<file path="src/rtl/pic_pkg.sv">
`default_nettype none
// ============================================================================
// pic_pkg : OPTION/special-register constants shared by the PIC timer blocks
// Rev 1.0
// ============================================================================
package pic_pkg;

  // OPTION bit positions {T0CS, T0SE, PSA, PS2, PS1, PS0}
  localparam int c_opt_t0cs  = 5;
  localparam int c_opt_t0se  = 4;
  localparam int c_opt_psa   = 3;
  localparam int c_opt_ps_hi = 2;
  localparam int c_opt_ps_lo = 0;

  localparam logic [5:0] c_option_rst = 6'h3F;

  localparam logic [4:0] c_addr_tmr0   = 5'h01;
  localparam logic [4:0] c_addr_pcl    = 5'h02;
  localparam logic [4:0] c_addr_status = 5'h03;
  localparam logic [4:0] c_addr_fsr    = 5'h04;
  localparam logic [4:0] c_addr_porta  = 5'h05;
  localparam logic [4:0] c_addr_portb  = 5'h06;

  localparam logic [1:0] c_tmr0_inhibit = 2'd2;

  typedef struct packed {
    logic       t0cs;
    logic       t0se;
    logic       psa;
    logic [2:0] ps;
  } option_t;

  // Prescaler compare mask (2 << ps) - 1: 1:2 .. 1:256
  function automatic logic [7:0] ps_mask(input logic [2:0] ps);
    logic [8:0] m;
    m = (9'd2 << ps) - 9'd1;
    return m[7:0];
  endfunction

endpackage
`default_nettype wire

</file>
<file path="src/rtl/t0cki_sync_edge.sv">
`default_nettype none
// ============================================================================
// t0cki_sync_edge : T0CKI pin synchroniser with selectable-polarity edge strobe
// Rev 1.0
// ============================================================================
module t0cki_sync_edge #(
  parameter int SYNC_STAGES = 2
) (
  input  logic clk,
  input  logic rst,
  input  logic t0cki_i,
  input  logic t0se_i,
  output logic ext_evt_o
);

  logic [SYNC_STAGES-1:0] sync_q;
  logic                   hist_q;
  logic                   ext_evt_q;
  logic                   w_rise;
  logic                   w_fall;

  // hist_q extends the chain by one so the edge is taken between two settled stages
  assign w_rise = sync_q[SYNC_STAGES-1] & ~hist_q;
  assign w_fall = ~sync_q[SYNC_STAGES-1] & hist_q;

  always_ff @(posedge clk) begin
    if (rst) begin
      sync_q    <= '0;
      hist_q    <= 1'b0;
      ext_evt_q <= 1'b0;
    end else begin
      sync_q    <= {sync_q[SYNC_STAGES-2:0], t0cki_i};
      hist_q    <= sync_q[SYNC_STAGES-1];
      ext_evt_q <= t0se_i ? w_fall : w_rise;
    end
  end

  assign ext_evt_o = ext_evt_q;

endmodule
`default_nettype wire

</file>
<file path="src/rtl/pic_tmr0_wdt_prescaler.sv">
`default_nettype none
// ============================================================================
// pic_tmr0_wdt_prescaler : OPTION register, shared TMR0/WDT prescaler, WDT base
// Rev 1.0
// ============================================================================
module pic_tmr0_wdt_prescaler
  import pic_pkg::*;
#(
  parameter int WDT_PERIOD  = 18000,
  parameter int WDT_W       = 15,
  parameter int SYNC_STAGES = 2
) (
  input  logic       clk,
  input  logic       rst,
  input  logic       instr_tick_i,
  input  logic       t0cki_i,
  input  logic       option_wr_i,
  input  logic [5:0] option_in_i,
  input  logic       tmr0_wr_i,
  input  logic       clrwdt_i,
  input  logic       sleep_i,
  input  logic       wdt_en_i,
  output logic       tmr0_inc_o,
  output logic       wdtmr_o,
  output logic [5:0] option_q_o
);

  localparam logic [WDT_W-1:0] c_wdt_last = WDT_W'(WDT_PERIOD - 1);

  logic [5:0]       option_q,   option_d;
  logic [7:0]       prescaler_q, prescaler_d;
  logic [WDT_W-1:0] wdt_cnt_q,  wdt_cnt_d;
  logic [1:0]       inhibit_q,  inhibit_d;
  logic             tmr0_inc_q, tmr0_inc_d;
  logic             wdtmr_q,    wdtmr_d;

  option_t    w_opt;
  logic       w_ext_evt;
  logic       w_t0_evt;
  logic [7:0] w_mask;
  logic [7:0] w_wmask;
  logic       w_clr;
  logic       w_wdt_base;
  logic       w_inhibit;
  logic       w_psa_flip;

  t0cki_sync_edge #(
    .SYNC_STAGES (SYNC_STAGES)
  ) u_t0cki_sync_edge (
    .clk       (clk),
    .rst       (rst),
    .t0cki_i   (t0cki_i),
    .t0se_i    (w_opt.t0se),
    .ext_evt_o (w_ext_evt)
  );

  // All decisions use the registered OPTION; a same-cycle write applies next cycle
  assign w_opt      = option_t'(option_q);
  assign w_t0_evt   = w_opt.t0cs ? w_ext_evt : instr_tick_i;
  assign w_mask     = ps_mask(w_opt.ps);
  assign w_wmask    = w_mask >> 1;
  assign w_clr      = clrwdt_i | sleep_i;
  assign w_wdt_base = wdt_en_i & ~w_clr & (wdt_cnt_q == c_wdt_last);
  assign w_inhibit  = (inhibit_q != 2'd0);
  assign w_psa_flip = option_wr_i & (option_in_i[c_opt_psa] != w_opt.psa);

  always_comb begin
    option_d = option_wr_i ? option_in_i : option_q;

    wdt_cnt_d = wdt_cnt_q + WDT_W'(1);
    if (!wdt_en_i || w_clr || (wdt_cnt_q == c_wdt_last)) begin
      wdt_cnt_d = '0;
    end

    inhibit_d = inhibit_q;
    if (tmr0_wr_i) begin
      inhibit_d = c_tmr0_inhibit;
    end else if (w_t0_evt && w_inhibit) begin
      inhibit_d = inhibit_q - 2'd1;
    end

    // Clears take priority over any count event in the same cycle
    prescaler_d = prescaler_q;
    if (w_psa_flip || (tmr0_wr_i && !w_opt.psa) || (w_clr && w_opt.psa)) begin
      prescaler_d = 8'd0;
    end else if (!w_opt.psa && w_t0_evt && !w_inhibit) begin
      prescaler_d = prescaler_q + 8'd1;
    end else if (w_opt.psa && w_wdt_base) begin
      prescaler_d = prescaler_q + 8'd1;
    end

    tmr0_inc_d = w_t0_evt && !tmr0_wr_i && !w_inhibit &&
                 (w_opt.psa || ((prescaler_q & w_mask) == w_mask));

    wdtmr_d = w_wdt_base &&
              (!w_opt.psa || ((prescaler_q & w_wmask) == w_wmask));
  end

  always_ff @(posedge clk) begin
    if (rst) begin
      option_q    <= c_option_rst;
      prescaler_q <= 8'd0;
      wdt_cnt_q   <= '0;
      inhibit_q   <= 2'd0;
      tmr0_inc_q  <= 1'b0;
      wdtmr_q     <= 1'b0;
    end else begin
      option_q    <= option_d;
      prescaler_q <= prescaler_d;
      wdt_cnt_q   <= wdt_cnt_d;
      inhibit_q   <= inhibit_d;
      tmr0_inc_q  <= tmr0_inc_d;
      wdtmr_q     <= wdtmr_d;
    end
  end

  assign tmr0_inc_o = tmr0_inc_q;
  assign wdtmr_o    = wdtmr_q;
  assign option_q_o = option_q;

endmodule
`default_nettype wire

</file>
<file path="config.mk">
export PLATFORM = sky130hd
export DESIGN_NAME = pic_tmr0_wdt_prescaler
export DESIGN_NICKNAME = d
export VERILOG_FILES = /design/src/rtl/pic_pkg.sv /design/src/rtl/t0cki_sync_edge.sv /design/src/rtl/pic_tmr0_wdt_prescaler.sv
export SDC_FILE = /design/constraint.sdc
export NUM_CORES = 1
export LEC_CHECK = 0
export ABC_AREA = 1
export CORE_ASPECT_RATIO = 1.4
export CORE_MARGIN = 10
export CORE_UTILIZATION = 39
export DETAILED_ROUTE_END_ITERATION = 6
export GPL_TIMING_DRIVEN = 0
export PLACE_DENSITY_LB_ADDON = 0.3
export SLEW_MARGIN = 20
export SYNTH_ARGS = -nofsm -noshare
export SYNTH_HDL_FRONTEND = slang
export SYNTH_SLANG_ARGS = --single-unit
</file>
<file path="constraint.sdc">
create_clock -name clk -period 2 [get_ports clk]
set_input_delay 0.3 -clock clk [delete_from_list [all_inputs] [get_ports clk]]
set_output_delay 0.3 -clock clk [all_outputs]
set_load 0.05 [all_outputs]
</file>
# After elaboration in Yosys (flattened, before gate mapping)
# Index checks and enable logic that the tools add are counted.
# word_totals
mem_bits_ro	0
out_inout_bits	8
ff_bits	37
mem_count	0
mem_bits_rw	0
wordCells	62
input_bits	15
latch_bits	0
# classes
magnitude_cmp	0
multipliers	0
shift	1
div	0
reduce_logical	26
n_eq_ne	4
bitwise_logic	11
add_sub_neg	4
muxes	6
# op_table
operator	n
$mux W8	2
$add A15 B1 Y15 const B	1
$eq A15 B15 Y1 const B	1
$logic_and A1 B1 Y1	10
$add A8 B1 Y8 const B	1
$and A8 B7 Y8	1
$and A8 B8 Y8	1
$eq A8 B7 Y1	1
$eq A8 B8 Y1	1
$shl A2 B3 Y8 const A	1
$sub A8 B1 Y8 const B	1
$logic_or A1 B1 Y1	6
$reduce_bool A2 Y1	3
$reduce_or A2 Y1	3
$and A1 B1 Y1	5
$logic_not A1 Y1	4
$mux W2	2
$not A1 Y1	3
$mux W1	2
$sub A2 B1 Y2 const B	1
$ne A1 B1 Y1	1
$or A1 B1 Y1	1

# Logic depth before layout (Yosys ltp)
# Gate-level depths: netlist of the first run.
# logic_depth
depth_word	7
ltp_mapped	11
depth_no_buf	11

# Cells and area by module
# From an unflattened synthesis of the first run, not the netlist that was laid out.
# unflattened
hier_cells	286
hier_area_um2	2029.4
# modules_own_cells
mod	seq_area_each_um2	instances	area_each_um2	cells_each
pic_tmr0_wdt_prescaler	660.6	1	1895.6	268
t0cki_sync_edge	80.1	1	133.9	18

# Least setup slack after synthesis of the first run
# OpenSTA, ideal clock, no wires.
# synth_timing
path_kind	register -> register
startpoint	register option_q[2] (netlist: option_q_o[2])
endpoint	register wdtmr_q (netlist: wdtmr_o)
setup_slack_ns	0.228
arrival_time_ns	1.660
n_path_buf	0
path_stages_with_launch	11
synth_period_minus_slack_ns	1.772
setup_time_ns	0.112
required_time_ns	1.888
path_cell_list	dfxtp_1 -> inv_2 -> nand2_1 -> ha_1 -> o21ai_1 -> o21ai_1 -> nand2_1 -> nand2_1 -> nor2_1 -> nor2_1 -> nor2_1
# synth_between
elab_chain_cells	6
# synth_rtl
item	line_no	source
start, declared	pic_tmr0_wdt_prescaler.sv:30	logic [5:0] option_q, option_d;
start signal, assigned	pic_tmr0_wdt_prescaler.sv:101	option_q <= c_option_rst;
start signal, assigned	pic_tmr0_wdt_prescaler.sv:108	option_q <= option_d;
$shl A2 B3 Y8 *	pic_pkg.sv:36	m = (9'd2 << ps) - 9'd1;
$sub A8 B1 Y8 *	pic_pkg.sv:36	
$and A8 B7 Y8	pic_tmr0_wdt_prescaler.sv:96	(!w_opt.psa || ((prescaler_q & w_wmask) == w_wmask));
$eq A8 B7 Y1 *	pic_tmr0_wdt_prescaler.sv:96	
$logic_or A1 B1 Y1 *	pic_tmr0_wdt_prescaler.sv:96	
$logic_and A1 B1 Y1 *	pic_tmr0_wdt_prescaler.sv:95	wdtmr_d = w_wdt_base &&
end signal, assigned	pic_tmr0_wdt_prescaler.sv:113	wdtmr_q <= wdtmr_d;
end, declared	pic_tmr0_wdt_prescaler.sv:35	logic wdtmr_q, wdtmr_d;
# Every way passes the cells marked *; elsewhere a longest branch is shown, timed or not.
# A chain may end at the register's enable or synchronous reset.

# Final worst setup path of the first run
# layout_timing
startpoint	register option_q[1] (netlist: option_q_o[1])
endpoint	output port option_q_o[1]
# layout_lines
item	line_no	source
end, declared	pic_tmr0_wdt_prescaler.sv:25	output logic [5:0] option_q_o
# No word-level cell between the ends.

==> results of run 1 <==
## stage by stage
stage | instance area [sq um] | utilization, %
6_report | 2320 | 47.9
3_5_place_dp | 2240 | 46.3
4_1_cts | 2320 | 47.9
2_1_floorplan | 1950 | -
5_1_grt | 2320 | 47.9
3_3_place_gp | 2240 | 46.3
## area by class of cell
| class | count | area share [%] |
|---|---|---|
| Clock inverter | 1 | 0.216 |
| Timing Repair Buffer | 21 | 9.07 |
| Multi-Input combinational cell | 201 | 45.0 |
| Clock buffer | 5 | 2.97 |
| Sequential cell | 37 | 32.0 |
| Tap cell | 64 | 3.46 |
| Inverter | 39 | 6.32 |
| Buffer | 4 | 0.972 |
## cells by family (layout without fill, tap and decap cells)
kind of cell | count (synthesis) | after routing | share of synthesized area [%]
AOI/OAI and AO/OA | 38 | 38 | 9.99
adders and majority gates | 4 | 4 | 2.56
buffers and inverters | 43 | 70 | 8.65
xor gates and xnor gates | 12 | 12 | 5.38
and+or+nand+nor | 147 | 147 | 35.5
DFF | 37 | 37 | 37.9
## report_power, final
part	switching, mW	leakage [nW]	internal (mW)
sequential	0.0148	0.301	0.752
combinational	0.104	0.530	0.0686
clock	0.255	0.0399	0.229
## how the worst min path moves through the flow
stage                                           startpoint                                     end  slack (ns)  cells past startpoint
floorplan           u_t0cki_sync_edge.sync_q[0]$_SDFF_PP0_  u_t0cki_sync_edge.sync_q[1]$_SDFF_PP0_        0.39                      2
global placement    u_t0cki_sync_edge.sync_q[0]$_SDFF_PP0_  u_t0cki_sync_edge.sync_q[1]$_SDFF_PP0_        0.39                      2
detailed placement  u_t0cki_sync_edge.sync_q[0]$_SDFF_PP0_  u_t0cki_sync_edge.sync_q[1]$_SDFF_PP0_        0.40                      2
CTS                                                    rst  u_t0cki_sync_edge.sync_q[1]$_SDFF_PP0_        0.38                      2
global route                                           rst  u_t0cki_sync_edge.sync_q[0]$_SDFF_PP0_        0.42                      2
finish                                                 rst  u_t0cki_sync_edge.sync_q[1]$_SDFF_PP0_        0.38                      2
## layer usage
layer / vias up / track usage, % / wire length (um)
met5: - / 0 / 0
met4: 0 / 4.42 / 81
met3: 8 / 3.37 / 159
met2: 26 / 18.2 / 2120
met1: 798 / 11.3 / 1810
li1: 955 / - / -
## sequential cells by signal, indices dropped and copies added, names as in the netlist
signal and cells:
prescaler_q 8, tmr0_inc_o 1, wdtmr_o 1, inhibit_q 2
u_t0cki_sync_edge.ext_evt_o 1, u_t0cki_sync_edge.hist_q 1, wdt_cnt_q 15, u_t0cki_sync_edge.sync_q 2
option_q_o 6
## cell usage in the layout, fill, tap and decap left out
cell type,count
nand2_1,52
nor2_1,43
dfxtp_1,37
inv_1,34
nand3_1,26
a21oi_1,22
clkdlybuf4s50_1,21
o21ai_0,12
xor2_1,11
inv_2,5
nand4_1,5
clkbuf_8,5
nand2_2,4
ha_1,4
or2_0,3
nor2_2,2
clkbuf_1,2
nand3_2,2
nor4_1,2
buf_4,2
nand3b_1,2
o21ai_1,2
nor3b_2,1
nand4_4,1
nand2_4,1
nor2_4,1
nor3_2,1
nor3_1,1
o31ai_1,1
xnor2_1,1
o211ai_1,1
clkinv_2,1
==> metrics.md, run 1 <==
| Metric | Value |
|---|---|
| Status | `completed` |
| CP Launch Point | `option_q_o[1]$_SDFFE_PP1P_` |
| Final Max Tran Viols | `0` |
| Core ar. | `4840 sq um` |
| Setup Fix Bufs, Post-CTS | `0` |
| Pre-CTS setup slack | `0.158 ns` |
| Peak per-stage delay on the critical path | `0.86 ns` |
| Final Critical Period | `1.92 ns` |
| Leakage Power | `0.871 nW` |
| Largest net degree at the start of global routing | `11` |
| Post-DRT Antenna Nets | `0` |
| Pwr Total | `1.42 mW` |
| Setup TNS | `0 ns` |
| I/O Pins | `23` |
| Commonest cells in the netlist | `nand2_1 (52), nor2_1 (43), dfxtp_1 (37)` |
| GR Overflow Total | `0` |
| Largest delay share family, worst path | `buffers and inverters` |
| Cell with the most instances after synthesis | `nand2_1` |
| Clock buffer count from CTS | `5` |
| Synthesized cell area | `1950 sq um` |
| Worst-Margin Slew | `0.511 ns` |
| Synth Register Bits | `37` |
| Ant. Diodes | `0` |
| Syn_nets | `300` |
| # rows | `30` |
| Dpl hpwl | `3270 um` |
| Multi-input gate area | `1040 sq um` |
| Critical path arrival | `1.62 ns` |
| Reg2reg end | `tmr0_inc_o$_SDFF_PP0_` |
| Sequential area share after synthesis | `37.9%` |
| # clock sinks | `37` |
| Register area | `741 sq um` |
| Post-synth top area cell | `dfxtp_1` |
| R2r worst-path depth | `9` |
| Worst IR drop on VDD | `296 uV` |
| Resized Gates After CTS | `0` |
| Peak Freq | `522 MHz` |
| Layout cell share with drive strength beyond 1 | `8.44%` |
| Avg Inst Size Synth | `6.95 sq um` |
| Critical Path End Type | `output port` |
| Synth top area cells | `dfxtp_1 (38%), nand2_1 (10%), nor2_1 (8.3%), nand3_1 (6.7%), inv_1 (6.5%)` |
| Synth Warn # | `0` |
| CTS clk-pin slew, worst paths | `0.07 ns` |
| WL per Instance | `11.2 um` |
| Power Density | `614 nW/um^2` |
| Routed WL | `4170 um` |
| Placed Cells | `366` |
| Initial antenna violation count | `0` |
| Final setup vio count | `0` |
| H-tree Lvls | `2` |
| Number of port buffers | `21` |
| Area grow syn2layout | `18.6%` |
| Rel. slew slack | `65.8%` |
| Drc violations | `0` |
| WHS | `0.377 ns` |
| First-pass GRT wire length | `7360 um` |
| Vias per inst | `4.80` |
| FFs w/ async S/R, synth | `0%` |
| RR Startpoint | `option_q_o[1]$_SDFFE_PP1P_` |
| DIE AREA | `8280 sq um` |
| RSZ-0062 raised after global routing | `no` |
| RD Place Congestion | `0.825` |
| Number of global-route vias before repair | `1,780` |
| DR iter-0 viols | `68` |
| Max FO, Critical Path | `7` |
| CP max-delay cell | `clkdlybuf4s50_1` |
| Worst endpoint required time | `1.70 ns` |
| Fin. Hold Viols | `0` |
| Worst Hold Class | `input pin to flip-flop` |
| Vias after detailed routing | `1,787` |
| Number of fill cells | `492` |
| Nets | `328` |
| End point of the critical path | `option_q_o[1]` |
| Final Instance Count excl. Fillers | `372` |
| Buf/Inv on CP | `1` |
| Post-synth EDFFs | `0` |
| Worst Setup Path Type | `flip-flop to output port` |
| Reg2Reg Setup Slack | `0.25 ns` |
| Clk_lat worst skew | `0.28 ns` |
| Final worst slack | `0.0831 ns` |
| Overall Global Routing Usage | `10.5%` |
| Ys flop type | `dfxtp_1` |
| Post-Synthesis Cells | `281` |
| Yosys top cell area share | `37.9%` |
| Pre-antenna DRT Iters | `4` |
| CP Launch Type | `flip-flop` |
| Cell variety after synth | `29` |
| Cell depth of the worst setup path | `1` |
| Layout Skew | `0.00567 ns` |
| Initial Util | `40.3%` |
| Max-Cap Viols | `0` |
| Bufs on Longest Clock Path | `2` |
| Critical-path cell list | `clkdlybuf4s50_1` |
| CTS tree | `built` |
| Die Y | `104 um` |
| CTS root buffer | `clkbuf_8` |
| Hold_buf cts | `0` |
| Die width | `79.8 um` |
| Period utilization | `95.8%` |
No activity file was read; power rests on OpenSTA's default activity.
==> run 2, diff against run 1 <==
Settings changed: PLACE_DENSITY set to 0.71, PLACE_DENSITY_LB_ADDON 0.3 to not set.
Clock period 2 ns to 1.8 ns, I/O delays scaled along.
==> metrics.md, run 2 (same netlist as run 1, synthesis figures left out) <==
| Metric | Value |
|---|---|
| Critical-path cell list | `clkdlybuf4s50_1 (unchanged)` |
| Worst IR drop on VDD | `290 uV (was 296 uV)` |
| Vias after detailed routing | `1,815 (was 1,787)` |
| Worst endpoint required time | `1.53 ns (was 1.70 ns)` |
| Number of port buffers | `21 (unchanged)` |
| CTS tree | `built (unchanged)` |
| Fin. Hold Viols | `0 (unchanged)` |
| Number of fill cells | `501 (was 492)` |
| # rows | `30 (unchanged)` |
| RD Place Congestion | `0.811 (was 0.825)` |
| Bufs on Longest Clock Path | `2 (unchanged)` |
| Overall Global Routing Usage | `10.7% (was 10.5%)` |
| Final Critical Period | `1.67 ns` |
| # clock sinks | `37 (unchanged)` |
| Initial Util | `40.3% (unchanged)` |
| H-tree Lvls | `2 (unchanged)` |
| I/O Pins | `23 (unchanged)` |
| GR Overflow Total | `0 (unchanged)` |
| Final Max Tran Viols | `0 (unchanged)` |
| Routed WL | `4210 um (was 4170 um)` |
| Switch share | `25.4% (was 26.2%)` |
| Critical path arrival | `1.40 ns (was 1.62 ns)` |
| Net switching power | `0.413 mW (was 0.374 mW)` |
| Clk network pwr share | `36.0% (was 34.0%)` |
| Register area | `741 sq um (unchanged)` |
| Peak Freq | `600 MHz` |
| RSZ-0062 raised after global routing | `yes (was no)` |
| Final setup vio count | `0 (unchanged)` |
| Worst-Margin Slew | `0.513 ns (was 0.511 ns)` |
| Buf/Inv on CP | `1 (unchanged)` |
| Post-DRT Antenna Nets | `0 (unchanged)` |
| Ant. Diodes | `0 (unchanged)` |
| Most frequent cells in the layout | `nand2_1 (52), nor2_1 (42), dfxtp_1 (37), inv_1 (34), nand3_1 (26) (was nand2_1 (52), nor2_1 (43), dfxtp_1 (37), inv_1 (34), nand3_1 (26))` |
| Largest net degree at the start of global routing | `11 (unchanged)` |
| CTS clk-pin slew, worst paths | `0.07 ns (about the same)` |
| WHS | `0.311 ns (was 0.377 ns)` |
| Layout cell share with drive strength beyond 1 | `8.74% (was 8.44%)` |
| Core ar. | `4840 sq um (unchanged)` |
| Pwr Total | `1.62 mW (was 1.42 mW)` |
| Largest delay share family, worst path | `buffers and inverters (unchanged)` |
| DIE AREA | `8280 sq um (unchanged)` |
| Pre-antenna DRT Iters | `4 (unchanged)` |
| Worst Hold Class | `input pin to flip-flop (unchanged)` |
| Nets | `328 (unchanged)` |
| CTS root buffer | `clkbuf_8 (unchanged)` |
| Die Y | `104 um (unchanged)` |
| Worst Setup Path Type | `flip-flop to output port (unchanged)` |
| Die width | `79.8 um (unchanged)` |
| Period utilization | `92.6%` |
| Max FO, Critical Path | `1 (was 7)` |
| Area grow syn2layout | `19.2% (was 18.6%)` |
| Layout Skew | `0.00891 ns (was 0.00567 ns)` |
| Dpl hpwl | `3340 um (was 3270 um)` |
| Power Density | `697 nW/um^2 (was 614 nW/um^2)` |
| Peak per-stage delay on the critical path | `0.81 ns (was 0.86 ns)` |
| Vias per inst | `4.87 (was 4.80)` |
| Multi-input gate area | `1050 sq um (was 1040 sq um)` |
| Max reg flops | `15 (unchanged)` |
| Initial antenna violation count | `0 (unchanged)` |
| Number of global-route vias before repair | `1,773 (was 1,780)` |
| Status | `completed (unchanged)` |
| Most common cell after layout, fill and taps aside | `nand2_1 (unchanged)` |
| Drc violations | `0 (unchanged)` |
| Max-Cap Viols | `0 (unchanged)` |
| Clock buffer count from CTS | `5 (unchanged)` |
| Hold_buf cts | `0 (unchanged)` |
| CP max-delay cell | `clkdlybuf4s50_1 (unchanged)` |
| Leakage Power | `0.877 nW (was 0.871 nW)` |
| Critical Path End Type | `output port (unchanged)` |
| First-pass GRT wire length | `7460 um (was 7360 um)` |
| Setup Fix Bufs, Post-CTS | `0 (unchanged)` |
| WL per Instance | `11.3 um (was 11.2 um)` |
| Seq pwr share | `52.5% (was 53.9%)` |
| Int Pwr | `1.21 mW (was 1.05 mW)` |
| Combinational power share | `11.5% (was 12.1%)` |
| Rel. slew slack | `65.7% (was 65.8%)` |
| Top reg by flops | `wdt_cnt_q (unchanged)` |
| DR iter-0 viols | `111 (was 68)` |
| Clk_lat worst skew | `0.29 ns (was 0.28 ns)` |
| CP Launch Type | `flip-flop (unchanged)` |
[run 2: path summary, 6_finish.rpt]
kind / from / endpoint / slack (ns) / cells past startpoint
max reg2reg: wdt_cnt_q[0]$_SDFF_PP0_ / wdt_cnt_q[5]$_SDFF_PP0_ / 0.19 / 7
min reg2reg: u_t0cki_sync_edge.sync_q[0]$_SDFF_PP0_ / u_t0cki_sync_edge.sync_q[1]$_SDFF_PP0_ / 0.42 / 2
max: tmr0_inc_o$_SDFF_PP0_ / tmr0_inc_o / 0.13 / 1
min: rst / u_t0cki_sync_edge.sync_q[0]$_SDFF_PP0_ / 0.31 / 2
[run 2: layout make-up]
class,instances,area share (%)
well taps,64,3.44
clock buffers,7,3.71
multi-input cells,201,44.9
repair buffers,21,8.87
plain buffers,4,0.967
inverters,39,6.29
flip-flops and latches,37,31.8
[run 2: power groups by stage]
stage	logic [mW]	registers (mW)	clock network, mW
2_1_floorplan	0.0934	0.897	0
3_3_place_gp	0.191	0.871	0
3_5_place_dp	0.194	0.871	0
4_1_cts	0.190	0.852	0.601
5_1_grt	0.209	0.856	0.642
6_report	0.187	0.852	0.584
[run 2: layer usage]
| metal | part of all wire [%] | global-route usage (%) | wire (um) |
|---|---|---|---|
| met5 | 0 | 0 | 0 |
| met4 | 0.43 | 3.16 | 18 |
| met3 | 4.8 | 3.37 | 204 |
| met2 | 53 | 18.6 | 2230 |
| met1 | 42 | 11.8 | 1750 |
[run 2: per-stage QoR]
stage	setup TNS [ns]	cell area (sq um)	std cells	setup WS [ns]	util [%]
after floorplan	0	1950	281	0.0280	-
after global placement	0	2240	366	0.0230	46.3
after detailed placement	-0.124	2240	366	-0.0301	46.3
after CTS	0	2320	373	0.0348	48.0
after global routing	-0.0157	2330	373	-0.0157	48.1
final	0	2330	373	0.134	48.1
[run 2: repair_timing]
item	4_1_cts	5_1_grt
endpoints found under the setup margin	5	3
pin swaps	0	0
gates resized for setup	5	2
==> run 3, diff against run 2 <==
Settings changed: HOLD_SLACK_MARGIN set to 0.1.
==> results of run 3 <==
Same layout as run 2: the final DEF is identical, and so are final timing and power.
